===== src/rtl/fe_fetch_sequencer.sv =====
// rtl/fe_fetch_sequencer.sv - RV32I front-end fetch sequencer: PC, imem request/response, decode handoff
// Wrong-path responses are squashed after a redirect; a misaligned redirect halts fetch until reset.
module fe_fetch_sequencer #(
  parameter int          XLEN     = 32,
  parameter logic [31:0] RESET_PC = 32'h0040_0000
) (
  input  logic            clk,
  input  logic            rst,
  output logic            imem_req_valid,
  output logic [XLEN-1:0] imem_req_addr,
  input  logic            imem_req_ready,
  input  logic            imem_rsp_valid,
  input  logic [XLEN-1:0] imem_rsp_data,
  input  logic            redirect_valid,
  input  logic [XLEN-1:0] redirect_pc,
  output logic            instr_valid,
  output logic [XLEN-1:0] instr,
  output logic [XLEN-1:0] instr_pc,
  output logic [XLEN-1:0] instr_pc_plus_4,
  input  logic            instr_ready,
  output logic            fetch_misaligned
);

  typedef enum logic [1:0] {REQ, WAIT, HOLD, HALT} state_t;

  state_t          state;
  logic            squash;
  logic [XLEN-1:0] pc;
  logic [XLEN-1:0] pc_next_seq;
  logic            redir_ok;
  logic            redir_bad;

  assign imem_req_addr = pc;
  assign pc_next_seq   = pc + XLEN'(4);

  // Redirects are dead once halted; only reset leaves HALT.
  assign redir_ok  = redirect_valid && (redirect_pc[1:0] == 2'b00) && (state != HALT);
  assign redir_bad = redirect_valid && (redirect_pc[1:0] != 2'b00) && (state != HALT);

  always_ff @(posedge clk) begin
    if (rst) begin
      state            <= REQ;
      pc               <= RESET_PC;
      squash           <= 1'b0;
      imem_req_valid   <= 1'b1;
      instr_valid      <= 1'b0;
      instr            <= '0;
      instr_pc         <= '0;
      instr_pc_plus_4  <= '0;
      fetch_misaligned <= 1'b0;
    end else if (redir_bad) begin
      state            <= HALT;
      squash           <= 1'b0;
      imem_req_valid   <= 1'b0;
      instr_valid      <= 1'b0;
      fetch_misaligned <= 1'b1;
    end else begin
      case (state)
        REQ: begin
          if (redir_ok) pc <= redirect_pc;
          if (imem_req_ready) begin
            // Memory took the old address; its response must be thrown away.
            state          <= WAIT;
            imem_req_valid <= 1'b0;
            squash         <= redir_ok;
          end
        end
        WAIT: begin
          if (redir_ok) begin
            pc <= redirect_pc;
            if (imem_rsp_valid) begin
              state          <= REQ;
              imem_req_valid <= 1'b1;
              squash         <= 1'b0;
            end else begin
              squash <= 1'b1;
            end
          end else if (imem_rsp_valid) begin
            if (squash) begin
              squash         <= 1'b0;
              state          <= REQ;
              imem_req_valid <= 1'b1;
            end else begin
              instr           <= imem_rsp_data;
              instr_pc        <= pc;
              instr_pc_plus_4 <= pc_next_seq;
              pc              <= pc_next_seq;
              instr_valid     <= 1'b1;
              state           <= HOLD;
            end
          end
        end
        HOLD: begin
          // A redirect wins over a same-cycle consume: the held word is wrong-path.
          if (redir_ok || instr_ready) begin
            if (redir_ok) pc <= redirect_pc;
            instr_valid    <= 1'b0;
            imem_req_valid <= 1'b1;
            state          <= REQ;
          end
        end
        default: begin
          imem_req_valid <= 1'b0;
          instr_valid    <= 1'b0;
        end
      endcase
    end
  end

endmodule


===== config.mk =====
export PLATFORM = sky130hd
export DESIGN_NAME = fe_fetch_sequencer
export DESIGN_NICKNAME = d
export VERILOG_FILES = /design/src/rtl/fe_fetch_sequencer.sv
export SDC_FILE = /design/constraint.sdc
export NUM_CORES = 1
export LEC_CHECK = 0
export CAP_MARGIN = 10
export CORE_ASPECT_RATIO = 0.7
export CORE_UTILIZATION = 44
export DETAILED_ROUTE_END_ITERATION = 7
export GPL_TIMING_DRIVEN = 0
export PLACE_DENSITY = 0.85
export REMOVE_ABC_BUFFERS = 1
export SYNTH_ARGS = -nofsm -noshare
export SYNTH_HDL_FRONTEND = slang
export SYNTH_SLANG_ARGS = --single-unit

===== constraint.sdc =====
create_clock -name clk -period 5.3 [get_ports clk]
set_input_delay 0.795 -clock clk [delete_from_list [all_inputs] [get_ports clk]]
set_output_delay 0.795 -clock clk [all_outputs]
set_load 0.005 [all_outputs]

==> impl_metrics.py, run 1 <==
metrics = {
    "placement": {
        "placed_cell_area_um2": 8070,
        "dpl.cell_count": 1089,
        "place_congestion": 0.9010,
        "port_buffers": 200,
        "dp_slack_ps": 1716,
        "hpwlAfterDp_um": 12500,
    },
    "global_routing": {
        "grt_pass1_wl_um": 29450,
        "grt_antenna_before_repair": 1,
        "grt_pass1_vias": 5725,
        "grt_usage_pct": 26.15,
        "grt-ovfl-total": 0,
        "grt_max_degree": 69,
    },
    "worst_setup_path": {
        "crit_fanout": 24,
        "crit_slowest_cell": "and3_1",
        "required_ps": 5590,
        "critPathTopFamily": "simple AND/OR/NAND/NOR gates",
        "path_cells": "clkdlybuf4s50_1 > or4b_1 > nand3b_2 > and3_1 > o21ai_0 > a32o_1",
        "cp-end-kind": "flop",
        "startpoint_type": "input pin",
        "cp.arrival_ps": 3580,
        "path_class": "input pin to flop",
        "crit_buf_inv": 1,
        "critPathMaxStageDelay_ps": 850,
    },
    "cells_and_area": {
        "syn_to_final_growth_pct": 41.62,
        "seqCellArea_um2": 2643,
        "final_cell_mix": "clkdlybuf4s50_1, nand2_1, dfxtp_1, a21oi_1, o21ai_0",
        "stdcell_count": 1122,
        "layout_commonest_cell": "clkdlybuf4s50_1",
        "multi_input_area_um2": 3097,
        "n_fill_cell": 1147,
        "post_route_cells_drive_above_1_share_pct": 5.769,
        "fin_nets": 998,
        "final_cell_area_um2": 8665,
    },
    "yosys": {
        "syn_area_um2": 6118,
        "ys.flop_type": "dfxtp_1",
        "ys_seq_elements": 132,
        "yosys_warnings": 0,
        "ys_types": 70,
        "synth-edff-count": 0,
        "async_reset_ff_share_pct": 0,
        "syn_avg_cell_area_um2": 7.946,
        "ys_seq_area_share_pct": 43.19,
        "synthCells": 770,
    },
    "cts": {
        "post_cts_resized": 0,
        "clkTransAtPathRegs_ps": 60,
        "ctsHoldBuffers": 0,
        "htree_levels": 4,
        "cts_setup_buffers": 0,
        "clock-sinks": 132,
        "worstSkewPairLatency_ps": 410,
        "tritoncts": "built",
        "cts_inserted_buffers": 17,
        "clockRootBuffer": "clkbuf_16",
        "clock_path_buffers": 2,
    },
    "outcome": {
        "status": "completed",
    },
    "route": {
        "vias": 6077,
        "drt_iter0_drc": 472,
        "avgRoutedWirePerCell_um": 16.55,
        "drt_first_pass_iters": 5,
        "drc": 0,
        "vias_per_cell": 5.416,
        "routed_wl_um": 18570,
        "ant_nets": 0,
    },
    "floorplanning": {
        "dieArea_um2": 14390,
        "coreArea_um2": 13360,
        "rows": 35,
        "die_w_um": 142.9,
        "die_h_um": 100.7,
        "num_io_pins": 201,
        "initial_core_util_pct": 45.81,
    },
    "sta": {
        "slew_headroom_pct": 19.15,
        "fmax_ghz": 0.3042,
        "fin_ws_ps": 2013,
        "drv_slew": 0,
        "finalCriticalPeriod_ps": 3287,
        "finalCritPeriodShare_pct": 62.02,
        "setup_violations": 0,
        "rsz0062_at_grt": "false",
        "worst_slew_pin_slew_ps": 1213,
        "fin_skew_ps": 10.24,
        "finalHoldViolations": 0,
    },
    "power": {
        "worst_ir_drop_vdd_v": 0.0002554,
        "power_density_nw_per_um2": 419.0,
        "leakage_uw": 0.002858,
    },
    "min_path": {
        "hp-class": "flop to flop",
    },
    "job": {
        "drv_cap": 0,
    },
}
[cells in the mapped netlist, types with 4 or more instances]
cell type  instances  area, µm²
a211oi_1          14      105.1
nor4_2             4      50.05
nand2b_1           5      31.28
a21o_1             5      37.54
nand3_1           15      75.07
nand4_1           12      75.07
buf_6              5      56.30
or4b_1             4      40.04
xnor2_1           18      157.7
buf_4              8      60.06
or3_1              5      31.28
o21a_1             4      30.03
inv_1             12      45.04
ha_1               5      62.56
xor2_1             7      61.31
o21ai_0           43      215.2
a31oi_1            4      25.02
nand2_1          165      619.3
clkbuf_1          34      127.6
nor4_1            10      62.56
nor2_1            39      146.4
and3_1            12      75.07
buf_2             17      85.08
and2_1             5      31.28
nor3_1            14      70.07
dfxtp_1          132       2643
a311oi_1           5      43.79
a21oi_1          105      525.5
[power by group]
part	leakage [µW]	switching [µW]	internal [µW]	total [µW]
combinational	0.00151	595	531	1130
sequential	0.00107	191	1140	1330
clock	0.000281	461	713	1170
total	0.00286	1250	2380	3630
[worst reg2reg max path, cell delays in order (launching register included)]
cell and delay, ps:
dfxtp_1 370, ha_1 290, or4b_1 660, nand3b_2 170
and3_1 850, o21ai_0 260, a32o_1 330
[kinds of logic (layout without fill, tap and decap cells)]
logic type | count (synthesis) | in the layout | synth area share, %
xor gates and xnor gates | 25 | 25 | 3.579
buffers and inverters | 80 | 246 | 6.482
and+or+nand+nor | 312 | 312 | 24.66
muxes | 1 | 1 | 0.1840
AOI/OAI and AO/OA | 215 | 215 | 20.88
DFF | 132 | 132 | 43.19
other | 0 | 1 | 0
adders and majority gates | 5 | 5 | 1.022
[final cells by class]
type,count,share of cell area [%]
Multi-Input combinational cell,558,35.74
Sequential cell,132,30.50
Timing Repair Buffer,202,23.71
Clock buffer,19,5.112
Tap cell,185,2.671
Clock inverter,13,1.718
Inverter,12,0.5199
Antenna cell,1,0.02888
[layer usage]
layer | up-vias | part of all wire [%] | GRT usage [%]
met5 | - | 0 | 0
met1 | 2834 | 46 | 34.71
li1 | 3006 | - | -
met2 | 220 | 44 | 40.38
met4 | 0 | 0.92 | 7.940
met3 | 17 | 8.6 | 8.361
[sequential cells by signal, summed over array words and instances, names as in the netlist]
register,cells
instr_pc_plus_4,30
squash,1
state,2
instr,32
fetch_misaligned,1
imem_req_addr,32
imem_req_valid,1
instr_valid,1
instr_pc,32
[per-stage QoR]
stage / setup TNS, ps / hold slack (ps) / power (µW) / util [%]
floorplan: 0 / 446.7 / 1889 / -
global placement: -39500 / 440.9 / 2428 / 59.90
detailed placement: 0 / 447.2 / 2455 / 60.42
CTS: 0 / 454.1 / 3639 / 64.85
global route: 0 / 467.9 / 3827 / 64.85
finish: 0 / 452.6 / 3630 / 64.87
[path summary, 6_finish.rpt]
| kind | startpoint | to | slack (ps) | depth (start not counted) |
|---|---|---|---|---|
| setup / recovery | redirect_pc[0] | imem_req_addr[16] | 2010 | 6 |
| hold / removal | instr[19] | instr[19] | 450 | 2 |
| hold reg to reg | instr[19] | instr[19] | 450 | 2 |
| setup reg to reg | state[1] | imem_req_addr[16] | 2270 | 6 |
Power figures use the tool's default switching activity.
==> run 2: changes to the inputs <==
- clock period: 5.3 -> 3.4 ns (I/O delays scaled with it)
==> results of run 2 <==
The final DEF is identical to that of run 1. Status: completed.
Among the figures that moved: setup slack after placement 1716 ps -> 100.6 ps; setup slack after layout 2013 ps -> 369.0 ps; start point of the critical path redirect_pc[0] -> state[1]; register-to-register setup slack 2270 ps -> 370 ps; total power 3630 µW -> 5659 µW; worst IR drop on VDD 0.0002554 V -> 0.0003981 V
==> run 3: changes to the inputs <==
- CORE_UTILIZATION: 44 -> 45
- CTS_CLUSTER_SIZE: default -> 8
- PLACE_DENSITY: 0.85 -> 0.87
==> impl_metrics.py, run 3 (synthesis gave the netlist of run 1 again) <==
metrics = {
    "outcome": {
        "status": "completed",
    },
    "global_routing": {
        "grt_max_degree": 81,
        "grt-ovfl-total": 0,
        "grt_pass1_wl_um": 28640,
        "grt_pass1_vias": 5532,
        "grt_usage_pct": 25.68,
        "grt_antenna_before_repair": 0,
    },
    "floorplanning": {
        "die_w_um": 141.4,
        "coreArea_um2": 13230,
        "num_io_pins": 201,
        "rows": 35,
        "die_h_um": 99.56,
        "dieArea_um2": 14070,
        "initial_core_util_pct": 46.26,
    },
    "worst_setup_path": {
        "path_class": "flop to flop",
        "critPathTopFamily": "simple AND/OR/NAND/NOR gates",
        "cp.arrival_ps": 3400,
        "crit_slowest_cell": "and3_1",
        "crit_buf_inv": 0,
        "startpoint_type": "flop",
        "cp-end-kind": "flop",
        "path_cells": "ha_1 > or4b_1 > nand3b_2 > and3_1 > o21ai_0 > a32o_1",
        "critPathMaxStageDelay_ps": 850,
        "required_ps": 3680,
        "crit_fanout": 24,
    },
    "cts": {
        "clock_path_buffers": 2,
        "tritoncts": "built",
        "worstSkewPairLatency_ps": 400,
        "post_cts_resized": 0,
        "clockRootBuffer": "clkbuf_16",
        "cts_inserted_buffers": 17,
        "cts_setup_buffers": 0,
        "clock-sinks": 132,
        "ctsHoldBuffers": 0,
        "clkTransAtPathRegs_ps": 60,
        "htree_levels": 4,
    },
    "sta": {
        "fmax_ghz": 0.3203,
        "finalCriticalPeriod_ps": 3122,
        "setup_violations": 0,
        "worst_slew_pin_slew_ps": 1219,
        "fin_skew_ps": 8.275,
        "rsz0062_at_grt": "false",
        "fin_ws_ps": 278.3,
        "finalCritPeriodShare_pct": 91.82,
        "finalHoldViolations": 0,
        "drv_slew": 0,
        "slew_headroom_pct": 18.70,
        "hold_ws_ps": 451.1,
    },
    "cells_and_area": {
        "utilization_pct": 65.36,
        "multi_input_area_um2": 3097,
        "final_cell_mix": "clkdlybuf4s50_1, nand2_1, dfxtp_1, a21oi_1, o21ai_0",
        "n_fill_cell": 1139,
        "fin_nets": 998,
        "seqCellArea_um2": 2643,
        "stdcell_count": 1120,
        "syn_to_final_growth_pct": 41.29,
        "final_cell_area_um2": 8645,
        "layout_commonest_cell": "clkdlybuf4s50_1",
        "post_route_cells_drive_above_1_share_pct": 5.775,
        "n_antenna_cell": 0,
    },
    "job": {
        "drv_cap": 0,
    },
    "power": {
        "power_density_nw_per_um2": 647.0,
        "worst_ir_drop_vdd_v": 0.0003914,
        "leakage_uw": 0.002859,
    },
    "route": {
        "drt_iter0_drc": 436,
        "avgRoutedWirePerCell_um": 16.29,
        "vias": 6061,
        "drc": 0,
        "routed_wl_um": 18240,
        "ant_nets": 0,
        "drt_first_pass_iters": 5,
        "vias_per_cell": 5.412,
    },
    "placement": {
        "hpwlAfterDp_um": 12080,
        "dpl.cell_count": 1089,
        "port_buffers": 200,
        "dp_slack_ps": 49.47,
        "place_congestion": 0.8120,
        "placed_cell_area_um2": 8070,
    },
    "min_path": {
        "hp-class": "flop to flop",
    },
}
[run 3: cell types whose count changed in the layout (fill, tap and decap cells not counted), sizes merged]
cell,previous run,this run
inv,16,13
clkbuf,19,18
clkinvlp,3,2
clkinv,4,8
diode,1,0
[run 3: path summary, 6_finish.rpt]
check / start / to / slack [ps] / cells past startpoint
worst max register to register: state[1] / imem_req_addr[19] / 280 / 6
worst max-delay path: state[1] / imem_req_addr[19] / 280 / 6
worst min register to register: instr_pc[26] / instr_pc[26] / 450 / 2
worst min-delay path: instr_pc[26] / instr_pc[26] / 450 / 2
[run 3: per-stage QoR]
stage	setup TNS [ps]	total power [µW]
finish	0	5593
global route	0	5890
CTS	0	5621
detailed placement	0	3823
global placement	-223840	3777
floorplan	-1982	2944
[run 3: layer usage]
layer  GRT usage [%]  wire length [µm]  up-vias
li1                -                 -     3007
met1           36.07              8650     2825
met2           39.03              8050      220
met3           7.222              1454        9
met4           5.518                87        0
met5               0                 0        -
[run 3: cell type report]
class	count	share of cell area (%)
Clock buffer	18	5.080
Multi-Input combinational cell	558	35.82
Tap cell	185	2.678
Inverter	12	0.5211
Sequential cell	132	30.57
Timing Repair Buffer	202	23.77
Clock inverter	13	1.563
[run 3: report_power, final]
part	internal (µW)	total (µW)	switching, µW
logic	827	1740	917
clock network	1090	1780	685
registers	1780	2070	295
[run 3: worst reg2reg max path, stage by stage (launching register included)]
cell and delay (ps):
dfxtp_1 370, ha_1 290, or4b_1 680, nand3b_2 170, and3_1 850, o21ai_0 300, a32o_1 350
